<file path="config.mk">
export PLATFORM = sky130hd
export DESIGN_NAME = otter_intr_ctrl
export DESIGN_NICKNAME = d
export VERILOG_FILES = /design/src/rtl/otter_intr_pkg.sv /design/src/rtl/intr_edge_sync.sv /design/src/rtl/otter_intr_ctrl.sv
export SDC_FILE = /design/constraint.sdc
export NUM_CORES = 1
export LEC_CHECK = 0
export BUFFER_PORTS_ARGS = -buffer_cell sky130_fd_sc_hd__buf_4
export CORE_UTILIZATION = 30
export DETAILED_ROUTE_END_ITERATION = 8
export PLACE_DENSITY = 0.68
export SLEW_MARGIN = 20
export SYNTH_ARGS = -nofsm -noshare
export SYNTH_HDL_FRONTEND = slang
export SYNTH_SLANG_ARGS = --single-unit
</file>
<file path="constraint.sdc">
create_clock -name clk -period 1.4 [get_ports clk]
set_input_delay 0.07 -clock clk [delete_from_list [all_inputs] [get_ports clk]]
set_output_delay 0.07 -clock clk [all_outputs]
set_load 0.1 [all_outputs]
</file>
<file path="src/rtl/otter_intr_pkg.sv">
// Shared types and constants for the OTTER interrupt controller.
// The optional input synchronizer is selected with OTTER_INTR_SYNC_EN.
package otter_intr_pkg;

   localparam int NUM_SRC_DEFAULT     = 4;
   localparam int CSR_MSTATUS_MIE_BIT = 3;

   typedef enum logic [1:0] {
      IDLE    = 2'd0,
      REQ     = 2'd1,
      SERVICE = 2'd2
   } intr_state_t;

endpackage

</file>
<file path="src/rtl/intr_edge_sync.sv">
// One interrupt source: optional 2-flop synchronizer followed by a
// rising-edge detector. Define OTTER_INTR_SYNC_EN to insert the synchronizer;
// otherwise the source is assumed to already be synchronous to clk.
module intr_edge_sync
   import otter_intr_pkg::*;
(
   input  logic clk,
   input  logic reset_n,
   input  logic src,
   output logic evt
);

`ifdef OTTER_INTR_SYNC_EN
   logic meta;
   logic sync;
   logic prev;

   // Two-stage synchronizer plus previous-value register for edge detection
   always_ff @(posedge clk or negedge reset_n) begin
      if (!reset_n) begin
         meta <= 1'b0;
         sync <= 1'b0;
         prev <= 1'b0;
      end else begin
         meta <= src;
         sync <= meta;
         prev <= sync;
      end
   end

   assign evt = sync & ~prev;
`else
   logic prev;

   // Previous sample of the already-synchronous source
   always_ff @(posedge clk or negedge reset_n) begin
      if (!reset_n) begin
         prev <= 1'b0;
      end else begin
         prev <= src;
      end
   end

   assign evt = src & ~prev;
`endif

endmodule

</file>
<file path="src/rtl/otter_intr_ctrl.sv">
// OTTER interrupt controller: latches edge events from NUM_SRC sources,
// masks them with irq_en and csr_mie, and hands the lowest-index ready
// source to the core through a request / taken / mret handshake.
// Build option: OTTER_INTR_SYNC_EN adds a 2-flop synchronizer per source.
module otter_intr_ctrl
   import otter_intr_pkg::*;
#(
   parameter int NUM_SRC = NUM_SRC_DEFAULT,
   parameter int ID_W    = $clog2(NUM_SRC)
) (
   input  logic               clk,
   input  logic               reset_n,
   input  logic [NUM_SRC-1:0] irq_src,
   input  logic [NUM_SRC-1:0] irq_en,
   input  logic               csr_mie,
   input  logic               int_taken,
   input  logic               mret_exec,
   input  logic               pend_clr_we,
   input  logic [NUM_SRC-1:0] pend_clr,
   output logic               intr_req,
   output logic [ID_W-1:0]    intr_id,
   output logic [NUM_SRC-1:0] pending
);

   logic [NUM_SRC-1:0] evt;
   logic [NUM_SRC-1:0] pend_next;
   logic [ID_W-1:0]    winner;
   logic [ID_W-1:0]    id_next;
   logic               any_ready;
   logic               take;
   intr_state_t        state;
   intr_state_t        state_next;

   for (genvar g = 0; g < NUM_SRC; g++) begin : g_src
      intr_edge_sync u_edge (
         .clk     (clk),
         .reset_n (reset_n),
         .src     (irq_src[g]),
         .evt     (evt[g])
      );
   end

   // Priority encoder: lowest index that is both pending and enabled wins
   always_comb begin
      winner    = '0;
      any_ready = 1'b0;
      for (int i = NUM_SRC - 1; i >= 0; i--) begin
         if (pending[i] && irq_en[i]) begin
            winner    = ID_W'(i);
            any_ready = 1'b1;
         end
      end
   end

   assign take = (state == REQ) && int_taken;

   // Pending update: taken and software clears first, new events override them
   always_comb begin
      pend_next = pending;
      if (take) begin
         pend_next[intr_id] = 1'b0;
      end
      if (pend_clr_we) begin
         pend_next = pend_next & ~pend_clr;
      end
      pend_next = pend_next | evt;
   end

   // Handshake FSM; a request is withdrawn as soon as its source stops qualifying
   always_comb begin
      state_next = state;
      id_next    = intr_id;
      case (state)
         IDLE: begin
            if (csr_mie && any_ready) begin
               state_next = REQ;
               id_next    = winner;
            end
         end
         REQ: begin
            if (int_taken) begin
               state_next = SERVICE;
            end else if (!csr_mie || !(pend_next[intr_id] && irq_en[intr_id])) begin
               state_next = IDLE;
            end
         end
         SERVICE: begin
            if (mret_exec) begin
               state_next = IDLE;
            end
         end
         default: state_next = IDLE;
      endcase
   end

   // State, id, request and pending registers
   always_ff @(posedge clk or negedge reset_n) begin
      if (!reset_n) begin
         state    <= IDLE;
         intr_id  <= '0;
         intr_req <= 1'b0;
         pending  <= '0;
      end else begin
         state    <= state_next;
         intr_id  <= id_next;
         intr_req <= (state_next == REQ);
         pending  <= pend_next;
      end
   end

endmodule

</file>
# Word level (Yosys, flattened, before mapping)
# Index checks and enable logic that the tools add are counted.
# totals
reg_bits	13
inputBits	18
wordCells	60
# op_classes
bitwise	13
n_lt_le_gt_ge	2
reduce_logical	13
eq_ne	3
mux	21
# ops
cell	n
2-to-1 mux 2 bit	8
AND 4 bit	2
logical AND 1 bit	8
2-to-1 mux 4 bit	2
NOT 4 bit	2
2-to-1 mux 1 bit	7
one-hot mux 2 bit (3 select lines)	1
AND 1 bit	4
binary-select mux 1 bit (select 2 bit)	2
== test 2 x 1 -> 1 bit (second input constant)	2
NOT 1 bit	4
OR 4 bit	1
less-than comparator 2 x 3 -> 1 bit (second input constant)	1
demux 1 bit (select 2 bit)	1
== test 2 bit (second input constant)	1
>= comparator 2 x 1 -> 1 bit (second input constant)	1
zero test 1 bit	2
zero test 2 bit	1
AND reduction 2 bit	1
logical OR 1 bit	1

# Depth between registers and ports, before layout
# Gate-level depths: netlist of run 1.
# depth
depth_word	19
depth_mapped	5
depth_no_buf	4

# By module
# Synthesis of run 1 repeated with hierarchy kept, for this count alone.
# unflattened
hier_cells	60
hier_area_um2	733.2
# by_module_without_submodules
mod	area_per_inst_um2	instances	cells_per_inst
otter_intr_ctrl	578.1	1	52
intr_edge_sync	38.8	4	2

# Least setup slack after synthesis of run 1
# No wires, ideal clock.
# synth_path
path_kind	register -> register
start	register intr_id[1]
end	register intr_req
arrival_ns	1.894
t_required_ns	1.330
path_slack_ns	-0.564
stages_incl_launch_ff	5
path_cell_list	dfrtp_1 -> inv_1 -> or3_1 -> a311o_1 -> nand3_1
# synth_between
elab_chain_cells	19
elab_cells_between_ends	22
cone_classes	order compare (2); eq/ne (1); mux (11); bitwise (4); reduce/logical (4)
# synth_rtl
element	line	source
start, declared	otter_intr_ctrl.sv:21	output logic [ID_W-1:0] intr_id,
start signal, assigned	otter_intr_ctrl.sv:105	intr_id <= id_next;
less-than comparator 2 x 3 -> 1 bit (not written as such) or >= comparator 2 x 1 -> 1 bit (tied branches)	otter_intr_ctrl.sv:61	pend_next[intr_id] = 1'b0;
logical AND 1 bit (not written as such)	otter_intr_ctrl.sv:61	
2-to-1 mux 1 bit (not written as such)	otter_intr_ctrl.sv:61	
demux 1 bit (select 2 bit)	otter_intr_ctrl.sv:61	
NOT 4 bit (no line)	--	
AND 4 bit (no line)	--	
2-to-1 mux 4 bit	otter_intr_ctrl.sv:60	if (take) begin
AND 4 bit	otter_intr_ctrl.sv:64	pend_next = pend_next & ~pend_clr;
[3 not listed]	--	
2-to-1 mux 1 bit (not written as such)	otter_intr_ctrl.sv:83	end else if (!csr_mie || !(pend_next[intr_id] && irq_en[intr_id])) begin
logical AND 1 bit *	otter_intr_ctrl.sv:83	
zero test 1 bit *	otter_intr_ctrl.sv:83	
logical OR 1 bit *	otter_intr_ctrl.sv:83	
2-to-1 mux 2 bit *	otter_intr_ctrl.sv:83	
2-to-1 mux 2 bit *	otter_intr_ctrl.sv:81	if (int_taken) begin
one-hot mux 2 bit (3 select lines) *	otter_intr_ctrl.sv:73	case (state)
== test 2 x 1 -> 1 bit *	otter_intr_ctrl.sv:106	intr_req <= (state_next == REQ);
end signal, assigned	otter_intr_ctrl.sv:106	
end, declared	otter_intr_ctrl.sv:20	output logic intr_req,
# Mark *: on every way between the ends. The rest lies on a longest branch, timed or not. The select of a mux whose other input is x is not followed.
# A chain may end at the register's enable or synchronous reset.

# Worst setup path after layout of run 1
# layout_path
start	register state[1]
end	register intr_req
# layout_between
elab_chain_cells	15
elab_cells_between_ends	19
cone_classes	eq/ne (3); mux (9); bitwise (2); reduce/logical (5)
# layout_rtl
element	line	source
start, declared	otter_intr_ctrl.sv:31	intr_state_t state;
start signal, assigned	otter_intr_ctrl.sv:104	state <= state_next;
== test 2 x 1 -> 1 bit	otter_intr_ctrl.sv:55, otter_intr_ctrl.sv:73	
logical AND 1 bit	otter_intr_ctrl.sv:55	assign take = (state == REQ) && int_taken;
2-to-1 mux 4 bit	otter_intr_ctrl.sv:60	
AND 4 bit	otter_intr_ctrl.sv:64	
2-to-1 mux 4 bit	otter_intr_ctrl.sv:63	if (pend_clr_we) begin
OR 4 bit	otter_intr_ctrl.sv:66	pend_next = pend_next | evt;
binary-select mux 1 bit (select 2 bit)	otter_intr_ctrl.sv:83	
2-to-1 mux 1 bit (not written as such)	otter_intr_ctrl.sv:83	
logical AND 1 bit	otter_intr_ctrl.sv:83	
zero test 1 bit	otter_intr_ctrl.sv:83	
logical OR 1 bit	otter_intr_ctrl.sv:83	
2-to-1 mux 2 bit	otter_intr_ctrl.sv:83	
2-to-1 mux 2 bit	otter_intr_ctrl.sv:81	
one-hot mux 2 bit (3 select lines) *	otter_intr_ctrl.sv:73	
== test 2 x 1 -> 1 bit *	otter_intr_ctrl.sv:106	
# Marks and branches as above.

==> impl_metrics.toml, run 1 <==
[status]
status = "finished, violations left"
violations = "setup timing"

[routing]
drc = 0
wl_per_cell_um = 11.7
route.vias.total = 624
drt-total-wl_um = 1530
vias_per_cell = 4.80
drtIter0Drc = 10
detail-route-antenna-nets = 0
dr.pass1.iters = 4

[clock_network]
numCtsBuffers = 3
cts_buffer_depth = 2
cts_tree = "yes"
cts.sinks = 13
cts-root-buf = "clkbuf_4"
clk_latency_ns = 0.27
htree_levels = 1
path_clk_slew_ns = 0.07

[placed_design]
place_area_um2 = 898
dp_hpwl_um = 1180
place_congestion = 0.756
place.port_buffers = 24
pre_cts_ws_ns = -0.00338

[pwr]
switching_share_pct = 48.3
comb_power_share_pct = 53.3
clock_power_share_pct = 13.3
p_leak_nw = 0.476
p_int_w = 0.000871
switchingPower_w = 0.000816
powerDensity_nw_per_um2 = 1690
max-vdd-ir-drop_mv = 1.08
pwr-share-seq_pct = 33.4

[final_layout]
layout-drive-gt1-share_pct = 41.7
layout_commonest_cell = "buf_4"
postLayoutCellArea_um2 = 997
layout_common_cells = "31 x buf_4, 8 x nand2_1, 7 x nand3_1, 7 x dfrtp_1, 5 x dlygate4sd3_1"
layout.nets = 122
areaGrowthSynthToFinish_pct = 57.5
antenna_cells = 0

[sta]
slew-limit-headroom_pct = 81.4
fin_skew_ns = 0.00277
fin_ws_ns = -0.0148
maxSlewViolCount = 0
fmax_ghz = 0.707
fin_crit_ns = 1.41
fin_crit_sh_pct = 101
whs_ns = 0.0378
final-hold-violation-count = 0
rsz0062_at_grt = "true"
tightest_slew_ns = 0.281
finalSetupViolations = 3

[synthesis]
netlist_area_um2 = 633
synth_nets = 82
syn_inst = 64
synth.largest_area_cell = "dfrtp_1"
ys_seq_area_share_pct = 51.4
ys_top_cells_by_area = "dfrtp_1 51%, nand3_1 5.5%, nand2_1 4.7%"
synth.distinct_cells = 26
avgSynthCellArea_um2 = 9.89
yosys_warnings = 0
netlist.area_leader.share_pct = 51.4
ys_ff_latch = 13

[setup_path]
cp_top_family = "simple AND/OR/NAND/NOR gates"
cp_data_arrival_time_ns = 1.63
critPathBufInv = 0
cp_slowest_stage_delay_ns = 0.41
worstSetupPathType = "flop to flop"
crit_slowest_cell = "dfrtp_1"
required_ns = 1.61
endpoint_kind = "flop"
start_kind = "flop"
crit_chain = "nand4bb_1 -> or3_1 -> a311o_1 -> nand3_1"
path_max_fanout = 4

[global_route]
antenna_found_initial = 0
grt_remaining_overflow = 0
grt_max_degree = 14
grt_use_total_pct = 14.4
grt_pass1_vias = 527
grt_pass1_wl_um = 2210

[die]
die-area_um2 = 2300
die_w_um = 47.9
num_rows = 16
start_util_pct = 31.9
io_pins = 25
die_h_um = 47.9
coreArea_um2 = 1980

[job]
drv_cap = 0

[worst_hold_path]
hold_class = "input port to flop"
==> final timing paths <==
path,to,cells after the start,start,slack [ns]
worst max-delay path,intr_req$_DFF_PN0_,4,state[1]$_DFF_PN0_,-0.01
worst min-delay path,state[1]$_DFF_PN0_,4,mret_exec,0.04
worst max register to register,intr_req$_DFF_PN0_,4,state[1]$_DFF_PN0_,-0.01
worst min register to register,pending[1]$_DFF_PN0_,1,g_src[1].u_edge.prev$_DFF_PN0_,0.44
max in group asynchronous,intr_id[1]$_DFFE_PN0P_,2,reset_n,1.06
min in group asynchronous,state[1]$_DFF_PN0_,2,reset_n,0.17
==> what timing repair did <==
action	in CTS	in global routing
resized for setup	0	0
pin swaps	1	1
hold buffers	5	0
endpoints found under the hold margin	17	0
endpoints found under the setup margin	3	3
buffers inserted	1	2
==> per-layer routing <==
metal,up-vias,track usage [%],wire (um)
met5,-,0,0
met2,21,23.2,762
met1,288,18.0,667
met4,0,1.67,0
li1,315,-,-
met3,0,7.17,95
==> power groups by stage <==
stage	Sequential, W	Combinational (W)	Clock (W)
floorplan	0.000973	0.000252	0
global placement	0.000566	0.000873	0
detailed placement	0.000568	0.000877	0
CTS	0.000561	0.000891	0.000235
global route	0.000574	0.000954	0.000264
finish	0.000563	0.000899	0.000225
==> stage by stage <==
stage               power (W)   TNS, ns  instances  util (%)
floorplan             0.00122    -0.257         64         -
global placement      0.00144         0        118      45.3
detailed placement    0.00144  -0.00443        118      45.3
CTS                   0.00169   -0.0371        128      49.6
global route          0.00179    -0.219        130      50.3
finish                0.00169   -0.0392        130      50.3
==> tightest hold or removal path: cells and delay by family <==
| kind | cells | cell delay, ns |
|---|---|---|
| buf+inv | 1 | 0.08 |
| simple gates | 3 | 0.13 |
==> registers in the layout, indices dropped and copies added, names as in the netlist <==
signal and flops:
intr_req 1, g_src.u_edge.prev 4, pending 4, intr_id 2, state 2
==> cell usage after synthesis <==
cell       instances
mux2i_1            2
inv_1              5
a221oi_1           1
nor3_1             1
and3_1             1
o211ai_1           1
clkbuf_1           1
or3_1              2
mux2_2             1
nand3_1            7
nand3b_1           1
o21ai_0            4
nand2b_1           1
o31ai_1            1
nand2_1            8
and3b_1            1
a311o_1            1
nor3b_1            1
a221o_1            1
dfrtp_1           13
a22o_1             2
a21boi_0           2
a32oi_1            1
a21oi_1            3
nor2_1             1
nand4bb_1          1
==> area by class of cell <==
cell class                      instances  area (um2)
Clock buffer                            4        26.3
Sequential cell                        13         343
Timing Repair Buffer                   36         283
Multi-Input combinational cell         45         293
Inverter                                5        18.8
Tap cell                               27        33.8
Fill cell                             182         985
==> cell families after synthesis <==
group                  count (synthesis)  share of synthesized area (%)
and+or+nand+nor                       25                           21.1
AOI/OAI and AO/OA                     17                           19.0
DFF                                   13                           51.4
buffers and inverters                  6                           3.56
muxes                                  3                           4.94
(Power assumes the default switching activity.)
==> run 2, diff against run 1 <==
Settings changed: PLACE_DENSITY 0.68 to 0.61.
==> run 2 against run 1 <==
Effect of this change: the flow now finishes without violations; critical path depth unchanged; fmax increased by 2.5%; count of clock-buffer cells in the layout decreased by 1; non-clock buffer count unchanged; worst setup slack improved by 0.034 ns; first-iteration DRC count increased by 40%; register-to-register slack improved by 0.03 ns.
==> impl_metrics.toml, run 2 (synthesis results as in run 1) <==
[clock_network]
path_clk_slew_ns = 0.09
cts_tree = "yes"
clk_latency_ns = 0.28
cts.sinks = 13
cts-root-buf = "clkbuf_4"
cts_buffer_depth = 2
htree_levels = 1
cts.repair.resized = 0
numCtsBuffers = 3

[sta]
tightest_slew_ns = 0.278
maxSlewViolCount = 0
fmax_ghz = 0.724
fin_skew_ns = 0.00427
rsz0062_at_grt = "true"
final-hold-violation-count = 0
fin_crit_sh_pct = 98.6
slew-limit-headroom_pct = 81.6
finalSetupViolations = 0
fin_crit_ns = 1.38

[status]
status = "completed"

[final_layout]
seqCellArea_um2 = 343
multiInputGateArea_um2 = 293
layout_commonest_cell = "buf_4"
antenna_cells = 0
layout_common_cells = "31 x buf_4, 8 x nand2_1, 7 x nand3_1, 7 x dfrtp_1, 5 x dlygate4sd3_1"
layout-drive-gt1-share_pct = 42.7
layout.nets = 122
areaGrowthSynthToFinish_pct = 57.7
num-fill-cells = 188
reg.largest.list = "g_src.u_edge.prev (4), pending (4)"
post-route-util_pct = 50.4

[setup_path]
crit_slowest_cell = "dfrtp_1"
path_max_fanout = 3
crit_chain = "nand4bb_1 -> or3_1 -> a311o_1 -> nand3_1"
cp_data_arrival_time_ns = 1.60
r2r_cells = 4
required_ns = 1.62
worstSetupPathType = "flop to flop"
endpoint_kind = "flop"
cp_slowest_stage_delay_ns = 0.39
start_kind = "flop"

[die]
start_util_pct = 31.9
io_pins = 25
die-area_um2 = 2300
num_rows = 16
die_h_um = 47.9
die_w_um = 47.9
coreArea_um2 = 1980

[pwr]
max-vdd-ir-drop_mv = 0.823
powerDensity_nw_per_um2 = 1720
switching_share_pct = 49.0
pwr-share-seq_pct = 32.5
finalPower_w = 0.00172
clock_power_share_pct = 14.0
switchingPower_w = 0.000843
comb_power_share_pct = 53.5
p_leak_nw = 0.480
p_int_w = 0.000878

[placed_design]
place_congestion = 0.769
place.port_buffers = 24
dp_hpwl_um = 1220

[routing]
detail-route-antenna-nets = 0
dr.pass1.iters = 4
drtIter0Drc = 14
wl_per_cell_um = 12.3
drc = 0
drt-total-wl_um = 1600
route.vias.total = 633
vias_per_cell = 4.87

[job]
drv_cap = 0

[global_route]
grt_pass1_wl_um = 2480
grt_max_degree = 14
grt_pass1_vias = 566
grt_use_total_pct = 16.4
antenna_found_initial = 0
grt_remaining_overflow = 0

[worst_hold_path]
whs_path_depth = 4
hold_class = "input port to flop"
[run 2: power by group through the flow]
stage	logic (W)	clock network, W	registers, W
2_1_floorplan	0.000252	0	0.000973
3_3_place_gp	0.000876	0	0.000568
3_5_place_dp	0.000883	0	0.000568
4_1_cts	0.000918	0.000246	0.000557
5_1_grt	0.000977	0.000262	0.000570
6_report	0.000921	0.000241	0.000559
[run 2: routing by layer]
| metal | GRT usage [%] | share of wire, % | up-vias |
|---|---|---|---|
| met3 | 3.40 | 4.1 | 4 |
| met1 | 21.8 | 48 | 302 |
| met2 | 24.1 | 45 | 14 |
| li1 | - | - | 313 |
| met4 | 10.0 | 2.4 | 0 |
| met5 | 0 | 0 | - |
[run 2: stage by stage]
step           setup WS (ns)  area [um2]  cells  TNS (ns)  hold slack (ns)
4_1_cts              0.00884         991    129         0           0.0248
6_report              0.0193         998    130         0           0.0254
5_1_grt              -0.0676         998    130    -0.165           0.0442
3_3_place_gp          0.0177         898    118         0          -0.0746
2_1_floorplan        -0.0903         668     64    -0.257           -0.226
3_5_place_dp         -0.0149         898    118   -0.0268          -0.0716
[run 2: cell type report]
type | count | area share (%)
clock buffers | 3 | 2.26
clock inverters | 1 | 0.501
inverters | 5 | 1.88
multi-input cells | 45 | 29.3
flip-flops and latches | 13 | 34.3
well taps | 27 | 3.38
repair buffers | 36 | 28.3
[run 2: worst paths after layout]
check,start,to,slack [ns]
setup reg to reg,state[1]$_DFF_PN0_,intr_req$_DFF_PN0_,0.02
max in group asynchronous,reset_n,pending[1]$_DFF_PN0_,1.05
hold reg to reg,g_src[2].u_edge.prev$_DFF_PN0_,pending[2]$_DFF_PN0_,0.46
min in group asynchronous,reset_n,state[0]$_DFF_PN0_,0.17
hold / removal,mret_exec,state[1]$_DFF_PN0_,0.03
setup / recovery,state[1]$_DFF_PN0_,intr_req$_DFF_PN0_,0.02
[run 2: timing repair]
| action | 4_1_cts | 5_1_grt |
|---|---|---|
| endpoints found under the hold margin | 17 | 0 |
| buffers inserted | 2 | 1 |
| endpoints found under the setup margin | 3 | 3 |
| hold buffers | 5 | 0 |
[run 2: critical path, delay by kind of cell (launching register included)]
kind	cells	cell delay [ns]
and+or+nand+nor	3	0.64
DFF	1	0.39
AOI/OAI and AO/OA	1	0.29
